===== config.mk =====
export PLATFORM = sky130hd
export DESIGN_NAME = i2c_rd16_scheduler
export DESIGN_NICKNAME = d
export VERILOG_FILES = /design/src/rtl/i2c_rd16_scheduler.sv
export SDC_FILE = /design/constraint.sdc
export NUM_CORES = 1
export LEC_CHECK = 0
export ABC_AREA = 0
export BUFFER_PORTS_ARGS = -buffer_cell sky130_fd_sc_hd__buf_2
export CAP_MARGIN = 10
export CORE_MARGIN = 5
export CORE_UTILIZATION = 25
export CTS_CLUSTER_SIZE = 24
export DETAILED_ROUTE_END_ITERATION = 8
export GPL_TIMING_DRIVEN = 0
export SETUP_SLACK_MARGIN = 0.5
export SKIP_LAST_GASP = 1
export SYNTH_ARGS = -nofsm -noshare
export SYNTH_HDL_FRONTEND = slang
export SYNTH_SLANG_ARGS = --single-unit
export TNS_END_PERCENT = 100

===== constraint.sdc =====
create_clock -name i_pt_ck -period 2.3 [get_ports i_pt_ck]
set_clock_uncertainty 0.1 [all_clocks]
set_input_delay 0.345 -clock i_pt_ck [delete_from_list [all_inputs] [get_ports i_pt_ck]]
set_output_delay 0.345 -clock i_pt_ck [all_outputs]
set_load 0.01 [all_outputs]

===== src/rtl/i2c_rd16_scheduler.sv =====
`timescale 1ns/1ps
// Round-robin front end that shares one I2C 2-byte read engine among N_REQ requesters.
// Sequences GO/END_OK, keeps ACK sticky, retries NACKs and resets a hung engine on timeout.
module i2c_rd16_scheduler #(
  parameter int N_REQ     = 4,
  parameter int GO_HOLD   = 4,
  parameter int TIMEOUT   = 4095,
  parameter int RETRY_MAX = 2
) (
  input  logic               i_pt_ck,
  input  logic               i_reset,
  input  logic [N_REQ-1:0]   i_req,
  input  logic [8*N_REQ-1:0] i_req_addr,
  output logic [N_REQ-1:0]   o_gnt,
  output logic [N_REQ-1:0]   o_done,
  output logic [15:0]        o_rd_data,
  output logic               o_rd_err,
  output logic               o_busy,
  output logic               o_i2c_go,
  output logic [7:0]         o_i2c_slave_addr,
  output logic               o_i2c_reset_n,
  input  logic               i_i2c_end_ok,
  input  logic               i_i2c_ack_ok,
  input  logic [15:0]        i_i2c_data16,
  output logic [2:0]         o_dbg_state
);

  localparam int IW = (N_REQ > 1) ? $clog2(N_REQ) : 1;
  localparam int GW = $clog2(GO_HOLD);
  localparam int TW = $clog2(TIMEOUT + 1);
  localparam int RW = (RETRY_MAX > 0) ? $clog2(RETRY_MAX + 1) : 1;

  localparam logic [2:0] ST_IDLE     = 3'd0;
  localparam logic [2:0] ST_ISSUE    = 3'd1;
  localparam logic [2:0] ST_RELEASE  = 3'd2;
  localparam logic [2:0] ST_WAIT     = 3'd3;
  localparam logic [2:0] ST_COMPLETE = 3'd4;
  localparam logic [2:0] ST_ENG_RST  = 3'd5;
  localparam logic [2:0] ST_RECOVER  = 3'd6;
  localparam logic [2:0] ST_DONE     = 3'd7;

  logic [2:0]       r_state;
  logic [N_REQ-1:0] r_gnt;
  logic [N_REQ-1:0] r_done;
  logic [IW-1:0]    r_gnt_idx;
  logic [IW-1:0]    r_rr_ptr;
  logic [15:0]      r_rd_data;
  logic             r_rd_err;
  logic             r_go;
  logic [7:0]       r_slave_addr;
  logic             r_eng_rst_n;
  logic [GW-1:0]    r_go_cnt;
  logic [TW-1:0]    r_to_cnt;
  logic [RW-1:0]    r_retry;
  logic             r_ack_seen;
  logic             r_rst_cnt;

  logic             w_pick_valid;
  logic [IW-1:0]    w_pick_idx;
  logic [7:0]       w_pick_addr;
  logic [TW-1:0]    w_to_next;
  logic             w_to_expired;

  // Lowest offset from the rr pointer wins; the downward loop lets it overwrite later hits.
  always_comb begin
    w_pick_valid = 1'b0;
    w_pick_idx   = '0;
    for (int k = N_REQ - 1; k >= 0; k--) begin
      if (i_req[IW'((int'(r_rr_ptr) + k) % N_REQ)]) begin
        w_pick_valid = 1'b1;
        w_pick_idx   = IW'((int'(r_rr_ptr) + k) % N_REQ);
      end
    end
  end

  always_comb begin
    w_pick_addr = '0;
    for (int k = 0; k < N_REQ; k++) begin
      if (w_pick_idx == IW'(k)) w_pick_addr = i_req_addr[8*k +: 8];
    end
  end

  assign w_to_next    = r_to_cnt + 1'b1;
  assign w_to_expired = (w_to_next == TW'(TIMEOUT));

  always_ff @(posedge i_pt_ck or posedge i_reset) begin
    if (i_reset) begin
      r_state      <= ST_IDLE;
      r_gnt        <= '0;
      r_done       <= '0;
      r_gnt_idx    <= '0;
      r_rr_ptr     <= '0;
      r_rd_data    <= '0;
      r_rd_err     <= 1'b0;
      r_go         <= 1'b0;
      r_slave_addr <= '0;
      r_eng_rst_n  <= 1'b1;
      r_go_cnt     <= '0;
      r_to_cnt     <= '0;
      r_retry      <= '0;
      r_ack_seen   <= 1'b0;
      r_rst_cnt    <= 1'b0;
    end else begin
      r_done <= '0;
      case (r_state)
        ST_IDLE: begin
          if (w_pick_valid) begin
            r_gnt             <= '0;
            r_gnt[w_pick_idx] <= 1'b1;
            r_gnt_idx         <= w_pick_idx;
            r_slave_addr      <= w_pick_addr;
            r_retry           <= '0;
            r_go              <= 1'b1;
            r_go_cnt          <= '0;
            r_state           <= ST_ISSUE;
          end
        end
        ST_ISSUE: begin
          r_ack_seen <= 1'b0;
          if (r_go_cnt == GW'(GO_HOLD - 1)) begin
            r_go     <= 1'b0;
            r_to_cnt <= '0;
            r_state  <= ST_RELEASE;
          end else begin
            r_go_cnt <= r_go_cnt + 1'b1;
          end
        end
        ST_RELEASE: begin
          r_to_cnt <= w_to_next;
          if (!i_i2c_end_ok) begin
            r_state <= ST_WAIT;
          end else if (w_to_expired) begin
            r_eng_rst_n <= 1'b0;
            r_rst_cnt   <= 1'b0;
            r_state     <= ST_ENG_RST;
          end
        end
        ST_WAIT: begin
          r_to_cnt <= w_to_next;
          // The engine drops ACK_OK the cycle END_OK rises, so remember any ACK seen.
          r_ack_seen <= r_ack_seen | i_i2c_ack_ok;
          if (i_i2c_end_ok) begin
            r_state <= ST_COMPLETE;
          end else if (w_to_expired) begin
            r_eng_rst_n <= 1'b0;
            r_rst_cnt   <= 1'b0;
            r_state     <= ST_ENG_RST;
          end
        end
        ST_COMPLETE: begin
          if (r_ack_seen) begin
            r_rd_data <= i_i2c_data16;
            r_rd_err  <= 1'b0;
            r_done    <= r_gnt;
            r_state   <= ST_DONE;
          end else if (r_retry < RW'(RETRY_MAX)) begin
            r_retry  <= r_retry + 1'b1;
            r_go     <= 1'b1;
            r_go_cnt <= '0;
            r_state  <= ST_ISSUE;
          end else begin
            r_rd_err <= 1'b1;
            r_done   <= r_gnt;
            r_state  <= ST_DONE;
          end
        end
        ST_ENG_RST: begin
          if (r_rst_cnt) begin
            r_eng_rst_n <= 1'b1;
            r_to_cnt    <= '0;
            r_state     <= ST_RECOVER;
          end else begin
            r_rst_cnt <= 1'b1;
          end
        end
        ST_RECOVER: begin
          r_to_cnt <= w_to_next;
          if (i_i2c_end_ok || w_to_expired) begin
            r_rd_err <= 1'b1;
            r_done   <= r_gnt;
            r_state  <= ST_DONE;
          end
        end
        ST_DONE: begin
          r_gnt <= '0;
          if (r_gnt_idx == IW'(N_REQ - 1)) r_rr_ptr <= '0;
          else                             r_rr_ptr <= r_gnt_idx + 1'b1;
          r_state <= ST_IDLE;
        end
        default: r_state <= ST_IDLE;
      endcase
    end
  end

  assign o_gnt            = r_gnt;
  assign o_done           = r_done;
  assign o_rd_data        = r_rd_data;
  assign o_rd_err         = r_rd_err;
  assign o_busy           = (r_state != ST_IDLE);
  assign o_i2c_go         = r_go;
  assign o_i2c_slave_addr = r_slave_addr;
  assign o_i2c_reset_n    = r_eng_rst_n;
  assign o_dbg_state      = r_state;

endmodule


==> flow_metrics.py <==
metrics = {
    "sta": {
        "slew_headroom_pct": 45.4,
        "max_clock_freq_mhz": 517,
        "rsz0062_at_grt": "true",
        "fin_crit_sh_pct": 84.1,
        "period_needed_ns": 1.93,
        "worstMarginPinSlew_ns": 0.811,
        "maxSlewViolCount": 0,
        "hold_violations": 0,
        "tns_ns": 0,
        "finalSetupViolations": 0,
        "layout_setup_ws_ns": 0.366,
    },
    "run": {
        "drv_cap": 0,
    },
    "placement": {
        "gp_congestion": 0.839,
        "portBuffers": 94,
        "post-place-ws_ns": 0.135,
        "place_inst": 577,
        "dp_hpwl_um": 6290,
    },
    "floorplan": {
        "die_area_mm2": 0.0149,
        "die_w_um": 122,
        "core_mm2": 0.0125,
        "rows": 41,
        "ios": 95,
        "initial_utilization_pct": 25.2,
        "die_h_um": 122,
    },
    "global_routing": {
        "grt_pass1_wl_um": 14500,
        "grtUsageTotal_pct": 12.2,
        "grt_max_degree": 32,
        "grt_pass1_vias": 2991,
        "antenna_found_initial": 0,
        "globalRouteOverflowTotal": 0,
    },
    "setup_path": {
        "crit_slowest_cell": "dfrtp_2",
        "critPathLaunch": "r_to_cnt[0]",
        "r2r_start": "r_to_cnt[0]",
        "critPathCaptureType": "flop",
        "critPathMaxStageDelay_ns": 0.42,
        "worstPathRequired_ns": 2.38,
        "path_max_fanout": 5,
        "critPathArrivalTime_ns": 2.01,
        "critPathCapture": "o_done[3]",
        "r2r_setup_slack_ns": 0.37,
        "r2r-end": "o_done[3]",
        "r2r_cells": 8,
        "cp_common_cell": "buf_4",
        "start_kind": "flop",
        "path_cells": "and2_4 > buf_6 > buf_4 > buf_4 > a31oi_1 > o21ai_2 > a41oi_4 > nor3b_2",
        "worstSetupPathType": "flop to flop",
    },
    "layout": {
        "fill_cells": 1247,
        "area_growth_pct": 44.6,
        "diodes": 0,
        "multi_input_area_mm2": 0.00172,
        "final_cells": 611,
        "final_nets": 494,
        "drive_gt1_share_pct": 46.9,
        "seq_area_mm2": 0.00151,
    },
    "synthesis": {
        "synthCells": 310,
        "synth_fp_nets": 370,
        "synth-edff-count": 0,
        "async_flop_share_pct": 100,
        "ys_types": 53,
        "syn_area_mm2": 0.00315,
        "dominantRegCellSynth": "dfrtp_1",
        "ys_ff_latch": 60,
        "syn_area_per_cell_um2": 10.1,
        "yosysSeqAreaShare_pct": 47.8,
        "synth_warnings": 0,
    },
    "drt": {
        "routedWlPerCell_um": 14.7,
        "drc_errors": 0,
        "ant_nets": 0,
        "first_iter_violations": 211,
        "viasPerCell": 4.87,
        "finalWirelength_um": 9010,
        "vias": 2978,
        "drt_first_pass_iters": 4,
    },
    "hold_path": {
        "hold_class": "input pin to async pin",
    },
    "clock_network": {
        "clk_pin_slew_ns": 0.05,
        "clock_latency_ns": 0.32,
        "cts_tree": "yes",
        "clockRootBuffer": "clkbuf_16",
        "htreeDepth": 3,
        "cts_sinks": 60,
        "cts_max_path_buffers": 2,
        "numCtsBuffers": 9,
    },
    "power": {
        "p_leak_uw": 0.00212,
        "p_sw_uw": 2190,
        "clkPwrFrac_pct": 23.0,
        "power_density_mw_per_mm2": 1240,
        "p_int_uw": 3460,
        "switching_share_pct": 38.7,
        "ir_drop_mv": 0.493,
        "comb_power_share_pct": 47.3,
        "power_frac_seq_pct": 29.7,
    },
    "run_status": {
        "status": "complete, no violations",
    },
}
## logic make-up after synthesis
group,after synthesis,share of synthesized area (%)
compound gates,83,18.5
xor+xnor,2,0.557
fa+ha+maj,4,1.59
buf+inv,28,4.02
flops,60,47.8
mux,36,12.2
simple gates,97,15.3
## what timing repair did
| item | 4_1_cts | 5_1_grt |
|---|---|---|
| hold buffers | 0 | 0 |
| cloned | 1 | 2 |
| endpoints found under the setup margin | 48 | 44 |
| pin swaps | 9 | 15 |
| setup buffers | 9 | 6 |
| resized for setup | 42 | 29 |
## routing by layer
metal | routed length (um) | share of wire (%) | track usage (%) | up-vias
met3 | 400 | 4.4 | 2.88 | 10
met2 | 4520 | 50 | 19.9 | 93
met4 | 108 | 1.2 | 3.99 | 0
li1 | - | - | - | 1395
met1 | 3990 | 44 | 15.9 | 1480
met5 | 0 | 0 | 0 | -
## power groups by stage
stage	registers (uW)	clock network [uW]	logic [uW]
after floorplan	1760	0	1360
after global placement	1670	0	2110
after detailed placement	1680	0	2180
after CTS	1670	1330	2450
after global routing	1730	1380	2930
final	1680	1300	2670
## Yosys cell counts (all sizes together), types with 3 or more instances
master  instances  area (um2)
o21ai          27         135
o211ai          3        22.5
nand3           3        15.0
nor2b           3        18.8
o31ai           4        43.8
nor2           19        71.3
and2            4        27.5
nand4           8        56.3
o221ai          8        70.1
nor3b           4        30.0
inv             9        33.8
nor3            5        25.0
buf            13        70.1
a21oi           9        48.8
ha              4        50.1
clkbuf          6        22.5
nand2          36         135
mux2i          17         170
a31oi           8        50.1
mux2           19         214
dfrtp          59        1480
o22ai           3        18.8
a21o            3        22.5
nand2b          7        43.8
a41oi           5        51.3
## through the flow
| step | hold WS [ns] | cell area [um2] | utilization [%] | power [uW] |
|---|---|---|---|---|
| global placement | 0.364 | 3840 | 30.8 | 3780 |
| detailed placement | 0.360 | 3860 | 31.0 | 3870 |
| CTS | 0.0488 | 4400 | 35.3 | 5450 |
| floorplan | 0.338 | 3160 | - | 3120 |
| finish | 0.0256 | 4550 | 36.5 | 5640 |
| global route | 0.0840 | 4550 | 36.5 | 6040 |
## final cells by class
type	instances	area share, %
multi-input cells	222	37.7
flip-flops and latches	60	33.2
repair buffers	113	13.9
clock buffers	11	5.12
well taps	172	4.73
plain buffers	19	3.41
clock inverters	5	1.16
inverters	9	0.826
## worst max-delay path, delay by kind of cell, from the launching register on
kind / cells / cell delay, ns
simple gates: 2 / 0.25
compound gates: 3 / 0.65
flops: 1 / 0.42
buf+inv: 3 / 0.38
## state kept, by name, summed over array words and instances (netlist names), 2 cells and up
register / count
o_rd_data: 16
r_to_cnt: 12
o_i2c_slave_addr: 8
r_rr_ptr: 2
r_gnt_idx: 2
o_gnt: 4
o_dbg_state: 3
o_done: 4
r_go_cnt: 2
r_retry: 2
## placed cells by master (no fill, tap or decap), drive strengths merged, types with 3 or more instances in the layout
cell type / count
buf: 124
dfrtp: 59
nand2: 36
o21ai: 27
mux2: 19
nor2: 19
clkbuf: 18
mux2i: 17
a21oi: 9
a31oi: 8
o221ai: 8
inv: 8
nand4: 8
nand2b: 7
nor3: 5
a41oi: 5
nor3b: 4
and2: 4
o31ai: 4
ha: 4
o211ai: 3
nand3: 3
a21o: 3
clkinv: 3
nor2b: 3
o22ai: 3
## worst min-delay path by stage
stage | from | end | cells past startpoint
final | i_reset | o_rd_data[14] | 2
after global routing | i_reset | o_rd_data[12] | 2
after CTS | i_reset | o_rd_err | 2
after detailed placement | r_to_cnt[11] | r_to_cnt[11] | 1
after global placement | r_to_cnt[11] | r_to_cnt[11] | 1
after floorplan | r_to_cnt[11] | r_to_cnt[11] | 1
No activity file was read; power rests on OpenSTA's default activity.
